<file path="src/rtl/loader_pkg.sv">
// Shared types and helpers for the boot-time IMEM loader.
package loader_pkg;

  typedef enum logic [2:0] {
    ST_HDR   = 3'd0,
    ST_DATA  = 3'd1,
    ST_WRITE = 3'd2,
    ST_CSUM  = 3'd3,
    ST_RUN   = 3'd4,
    ST_ERR   = 3'd5
  } state_e;

  localparam int WORD_W         = 32;
  localparam int BYTES_PER_WORD = 4;

  // XOR of the bytes of one word; chaining per word equals the per-byte XOR of the frame
  function automatic logic [7:0] xor_fold(input logic [WORD_W-1:0] word);
    logic [7:0] acc;
    acc = 8'h00;
    for (int i = 0; i < BYTES_PER_WORD; i++) begin
      acc = acc ^ word[i*8 +: 8];
    end
    return acc;
  endfunction

endpackage

</file>
<file path="src/rtl/byte_packer.sv">
// Packs accepted bytes little-endian into a word and keeps the running frame XOR.
module byte_packer
  import loader_pkg::*;
(
  input  logic              i_clk,
  input  logic              i_rst,
  input  logic [7:0]        i_byte,
  input  logic              i_accept,
  input  logic              i_clear,
  output logic [WORD_W-1:0] o_word,
  output logic              o_word_done,
  output logic [7:0]        o_xor
);

  logic [1:0]        r_idx;
  logic [WORD_W-1:0] r_shift;
  logic [7:0]        r_xor;
  logic [WORD_W-1:0] w_merged;

  // o_word already contains the byte being accepted, so the top can capture it on word_done
  always_comb begin
    w_merged = r_shift;
    w_merged[{r_idx, 3'b000} +: 8] = i_byte;
  end

  assign o_word      = w_merged;
  assign o_word_done = i_accept & (r_idx == 2'd3);
  assign o_xor       = r_xor;

  always_ff @(posedge i_clk) begin
    if (i_rst || i_clear) begin
      r_idx   <= 2'd0;
      r_shift <= {WORD_W{1'b0}};
      r_xor   <= 8'h00;
    end else if (i_accept) begin
      r_idx   <= r_idx + 2'd1;
      r_shift <= w_merged;
      if (r_idx == 2'd3) begin
        r_xor <= r_xor ^ xor_fold(w_merged);
      end else begin
        r_xor <= r_xor;
      end
    end else begin
      r_idx   <= r_idx;
      r_shift <= r_shift;
      r_xor   <= r_xor;
    end
  end

endmodule

</file>
<file path="src/rtl/imem_loader.sv">
// Framed byte-stream loader that fills the core IMEM and releases the core on a good checksum.
module imem_loader
  import loader_pkg::*;
#(
  parameter int ADDR_W = 7
) (
  input  logic              i_clk,
  input  logic              i_rst,
  input  logic              i_byte_valid,
  input  logic [7:0]        i_byte_data,
  output logic              o_byte_ready,
  input  logic              i_load_req,
  output logic              o_inst_wen,
  output logic [ADDR_W-1:0] o_inst_addr,
  output logic [WORD_W-1:0] o_inst_data,
  output logic              o_enb,
  output logic              o_busy,
  output logic              o_err
);

  localparam logic [31:0] CAPACITY = 32'd1 << ADDR_W;

  state_e            r_state;
  state_e            w_next;
  logic [7:0]        r_len;
  logic [ADDR_W-1:0] r_word_cnt;
  logic              r_byte_ready, r_inst_wen, r_enb, r_busy, r_err;
  logic [ADDR_W-1:0] r_inst_addr;
  logic [WORD_W-1:0] r_inst_data;
  logic              w_ready_nxt, w_wen_nxt, w_enb_nxt, w_busy_nxt, w_err_nxt;

  logic              w_accept, w_hdr_accept, w_data_accept, w_len_bad, w_last_word;
  logic [WORD_W-1:0] w_word;
  logic              w_word_done;
  logic [7:0]        w_xor;

  // A byte handshaked together with load_req is dropped
  assign w_accept      = i_byte_valid & r_byte_ready & ~i_load_req;
  assign w_hdr_accept  = w_accept & (r_state == ST_HDR);
  assign w_data_accept = w_accept & (r_state == ST_DATA);
  assign w_len_bad     = ({24'd0, i_byte_data} >= CAPACITY);
  assign w_last_word   = ({{(32-ADDR_W){1'b0}}, r_word_cnt} == {24'd0, r_len});

  byte_packer u_packer (
    .i_clk       (i_clk),
    .i_rst       (i_rst),
    .i_byte      (i_byte_data),
    .i_accept    (w_data_accept),
    .i_clear     (w_hdr_accept | i_load_req),
    .o_word      (w_word),
    .o_word_done (w_word_done),
    .o_xor       (w_xor)
  );

  always_ff @(posedge i_clk) begin
    if (i_rst) begin
      r_state <= ST_HDR;
    end else begin
      r_state <= w_next;
    end
  end

  always_comb begin
    w_next = r_state;
    if (i_load_req) begin
      w_next = ST_HDR;
    end else begin
      case (r_state)
        ST_HDR:   w_next = w_accept ? (w_len_bad ? ST_ERR : ST_DATA) : ST_HDR;
        ST_DATA:  w_next = w_word_done ? ST_WRITE : ST_DATA;
        ST_WRITE: w_next = w_last_word ? ST_CSUM : ST_DATA;
        ST_CSUM:  w_next = w_accept ? ((i_byte_data == w_xor) ? ST_RUN : ST_ERR) : ST_CSUM;
        ST_RUN:   w_next = ST_RUN;
        ST_ERR:   w_next = ST_ERR;
        default:  w_next = ST_HDR;
      endcase
    end
  end

  // Outputs are decoded from the next state and registered, so they align with the state
  always_comb begin
    w_ready_nxt = 1'b0;
    w_wen_nxt   = 1'b0;
    w_enb_nxt   = 1'b0;
    w_busy_nxt  = 1'b0;
    w_err_nxt   = 1'b0;
    case (w_next)
      ST_HDR:   w_ready_nxt = 1'b1;
      ST_DATA:  begin w_ready_nxt = 1'b1; w_busy_nxt = 1'b1; end
      ST_WRITE: begin w_wen_nxt = 1'b1; w_busy_nxt = 1'b1; end
      ST_CSUM:  begin w_ready_nxt = 1'b1; w_busy_nxt = 1'b1; end
      ST_RUN:   w_enb_nxt = 1'b1;
      ST_ERR:   w_err_nxt = 1'b1;
      default:  w_ready_nxt = 1'b1;
    endcase
  end

  always_ff @(posedge i_clk) begin
    if (i_rst) begin
      r_len        <= 8'h00;
      r_word_cnt   <= {ADDR_W{1'b0}};
      r_inst_addr  <= {ADDR_W{1'b0}};
      r_inst_data  <= {WORD_W{1'b0}};
      r_byte_ready <= 1'b1;
      r_inst_wen   <= 1'b0;
      r_enb        <= 1'b0;
      r_busy       <= 1'b0;
      r_err        <= 1'b0;
    end else begin
      if (w_hdr_accept) begin
        r_len      <= i_byte_data;
        r_word_cnt <= {ADDR_W{1'b0}};
      end else if (r_state == ST_WRITE) begin
        r_word_cnt <= r_word_cnt + {{(ADDR_W-1){1'b0}}, 1'b1};
      end
      if (w_word_done) begin
        r_inst_addr <= r_word_cnt;
        r_inst_data <= w_word;
      end
      r_byte_ready <= w_ready_nxt;
      r_inst_wen   <= w_wen_nxt;
      r_enb        <= w_enb_nxt;
      r_busy       <= w_busy_nxt;
      r_err        <= w_err_nxt;
    end
  end

  assign o_byte_ready = r_byte_ready;
  assign o_inst_wen   = r_inst_wen;
  assign o_inst_addr  = r_inst_addr;
  assign o_inst_data  = r_inst_data;
  assign o_enb        = r_enb;
  assign o_busy       = r_busy;
  assign o_err        = r_err;

endmodule

</file>
<file path="config.mk">
export PLATFORM = sky130hd
export DESIGN_NAME = imem_loader
export DESIGN_NICKNAME = d
export VERILOG_FILES = /design/src/rtl/loader_pkg.sv /design/src/rtl/byte_packer.sv /design/src/rtl/imem_loader.sv
export SDC_FILE = /design/constraint.sdc
export NUM_CORES = 1
export LEC_CHECK = 0
export BUFFER_PORTS_ARGS = -buffer_cell sky130_fd_sc_hd__buf_2
export CAP_MARGIN = 20
export CORE_MARGIN = 10
export CORE_UTILIZATION = 58
export DETAILED_ROUTE_END_ITERATION = 16
export GPL_TIMING_DRIVEN = 0
export HOLD_SLACK_MARGIN = 0.08
export PLACE_DENSITY_LB_ADDON = 0.05
export SLEW_MARGIN = 20
export SYNTH_ARGS = -nofsm -noshare
export SYNTH_HDL_FRONTEND = slang
export SYNTH_SLANG_ARGS = --single-unit
export TNS_END_PERCENT = 30
</file>
<file path="constraint.sdc">
create_clock -name i_clk -period 2.65 [get_ports i_clk]
set_input_delay 0.265 -clock i_clk [delete_from_list [all_inputs] [get_ports i_clk]]
set_output_delay 0.265 -clock i_clk [all_outputs]
set_load 0.05 [all_outputs]
</file>
==> impl_results.md <==
- Most frequent cells after synthesis: dfxtp_1 (104), nor2_1 (80), a211oi_1 (65)
- Post-Route WL: 11.9 mm
- Initial antenna violation count: 0
- Post-Synth Adder-Cell Area: 0.0191
- Via count: 3916
- Cell Area, Synth: 4590 sq um
- Sw power: 0.648 mW
- Pleak: 1.93 nW
- Switch share: 0.236
- Die X: 109 um
- Hold buffers post-CTS: 0
- Starting Density: 0.595
- Relative slew margins: 0.595
- R2R depth: 10
- Clock Tree Buf Depth: 2
- Crit-path max FO: 6
- Multi-input gate area: 2460 sq um
- Ys async rst share: 0
- Number of global-route vias before repair: 3865
- Final-report hold violation count: 0
- CP startpoint kind: flop
- Post-synthesis compound-gate area fraction: 0.186
- Area leader, netlist: dfxtp_1
- Largest family of logic cells by synthesized area: simple AND/OR/NAND/NOR gates
- Clk pwr share: 0.363
- Max Clk Rate: 389 MHz
- Worst hold path class: input port to flop
- Skew final: 0.0122 ns
- Synth Net Count: 529
- Port Buffers: 54
- Largest net degree at the start of global routing: 17
- Area added between synthesis and finish: 17.1%
- Max-slew violations: 0
- Worst slew pin tran: 0.607 ns
- I/O pin count: 56
- CTS tree: done
- Vias per cell: 5.71
- Rows: 32
- Final Instance Area: 5380 sq um
- Period minus WS final: 2.57 ns
- Gp weighted congestion: 0.853
- Syn Inst Count: 510
- #FFs+latches synth: 104
- Core box area: 7730 sq um
- Synth warn: 0
- Placed insts: 666
- Ant diodes: 0
- Number of CTS-inserted buffers: 9
- Post-detail-place hpwl: 8.71 mm
- Ys flop type: dfxtp_1
- Crit path kind: flop to flop
- Status: completed
- Register area: 2080 sq um
- Final Power: 2.74 mW
- Fill cells: 620
- Initial DRC count: 316
- CP endpoint kind: flop
- First-pass GRT wire length: 19.4 mm
- Peak supply drop: 0.000427 V
- Library cells used by synthesis: 38
- Grt ovf: 0
- Mux cell area share after synthesis: 0.0218
- Clock Sinks: 104
- Fin cells: 686
- Power per cell area: 510 nW/um^2
- DIE AREA: 11900 sq um
- XOR/XNOR Fraction of Synth Area: 0.0874
- Worst-Skew Late Latency: 0.37 ns
- Nets: 598
- CP startpoint: u_packer.r_idx[0]
- Setup Slack @ Placement: -0.161 ns
- Sequential share of the synthesized area: 0.453
- R2R Setup Slk: 0.08 ns
- Post-synth EDFFs: 0
- Gr usage total: 0.204
- RSZ-0062 raised after global routing: false
- WL per Instance: 17.4 um
- Max Cap Viol: 0
- Die height: 109 um
- Synth top area share: 0.453
- Root Buffer: clkbuf_8
- WP data required: 2.94 ns
- Sequential Power Share: 0.576
- Crit Reg-Reg Endpoint: u_packer.o_xor[0]
- Worst path arrival time: 2.86 ns
- Share of cells above drive strength 1: 0.200
- Remaining DRCs: 0
- CTS H-tree depth: 3
- Combinational share of power: 0.061
- Synth Area in Simple Gates: 0.188
- Detailed Routing Iterations Pass 1: 5
- Final setup margin: 0.0789 ns
- Setup Viol. Count Final: 0
- Post-route ant nets: 0
- Syn Area/Cell: 9.01 sq um
- Critical Path Sink: u_packer.o_xor[0]
- Int Power: 2.09 mW
- Clock-pin slew on the worst setup and hold paths: 0.10 ns
- Area after DPL: 4990 sq um
- Worst r2r src: u_packer.r_idx[0]
- Final period util: 0.970
- Area contributors post-synth: dfxtp_1 (45%), a211oi_1 (11%), xnor2_1 (7.6%), nor2_1 (6.5%), a31oi_1 (4.5%)
- Cell with the most instances after synthesis: dfxtp_1
state kept, by name (all words and copies together), names as in the netlist:
register	cells
o_enb	1
r_word_cnt	7
o_inst_data	32
o_err	1
u_packer.o_xor	8
u_packer.r_idx	2
r_len	8
o_byte_ready	1
u_packer.r_shift	32
o_inst_wen	1
r_state	3
o_inst_addr	7
o_busy	1
layout make-up:
cell class | instances | share of cell area
Buffer | 38 | 0.0351
Clock buffer | 12 | 0.0270
Clock inverter | 4 | 0.0100
Inverter | 6 | 0.00419
Multi-Input combinational cell | 362 | 0.457
Sequential cell | 104 | 0.387
Tap cell | 102 | 0.0237
Timing Repair Buffer | 58 | 0.0558
worst min-delay path by stage:
stage,slack (ns),to,startpoint,depth (start not counted)
global route,0.11,r_state[0],i_load_req,2
finish,0.11,r_state[0],i_load_req,2
floorplan,0.34,r_state[0],i_load_req,1
global placement,0.44,o_inst_addr[2],o_inst_addr[2],2
CTS,0.1,r_state[0],i_load_req,2
detailed placement,0.44,o_inst_addr[4],o_inst_addr[4],2
per-stage QoR:
step	hold WS (ns)	util	setup TNS, ns
after global placement	0.436	0.646	-0.409
final	0.111	0.696	0
after CTS	0.0984	0.687	-0.0287
after detailed placement	0.442	0.646	-0.879
after floorplan	0.343	-	0
after global routing	0.114	0.696	0
cell families (layout without fill, tap and decap cells):
kind of cell / after synthesis / after routing
AND/OR/NAND/NOR: 173 / 173
AO/OA/AOI/OAI: 127 / 127
flip-flops: 104 / 104
XOR/XNOR: 45 / 45
buffers and inverters: 44 / 118
multiplexers: 10 / 10
adder cells (fa/ha/maj): 7 / 7
placed cells by master (no fill, tap or decap), drive strengths merged, types with 3 or more instances in the layout:
cell,count
buf,77
xor2,4
nor2,80
a21oi,15
a211oi,65
o21ai,10
xnor2,41
clkbuf,31
nand4,4
nand2,20
nor2b,27
nor3,10
mux2i,10
nor3b,4
and2b,5
dfxtp,104
ha,7
inv,6
nand3,3
a31oi,33
or3,9
per-layer routing:
| layer | vias up | share of wire | track usage |
|---|---|---|---|
| met5 | - | 0 | 0 |
| met4 | 0 | 0.027 | 0.0763 |
| met3 | 24 | 0.060 | 0.0448 |
| met2 | 123 | 0.48 | 0.339 |
| met1 | 1840 | 0.43 | 0.254 |
| li1 | 1929 | - | - |
power by group through the flow:
stage	Clock, mW	Combinational, mW	Sequential, mW
finish	0.996	0.167	1.58
global route	1.08	0.179	1.58
CTS	1.02	0.163	1.58
detailed placement	0	0.160	1.62
global placement	0	0.157	1.62
floorplan	0	0.100	1.62
critical path, stage by stage (launching register included):
cell	delay [ns]
dfxtp_2	0.38
buf_4	0.19
inv_1	0.11
ha_4	0.34
nor3b_4	0.06
buf_4	0.15
a31oi_1	0.44
xnor2_2	0.16
xnor2_1	0.19
or3_1	0.33
a21oi_1	0.16
repair_timing:
item | in CTS | in global routing
gates resized for setup | 15 | 16
buffers inserted | 3 | 1
endpoints found under the setup margin | 8 | 8
pin swaps | 1 | 1
(Power assumes the default switching activity.)
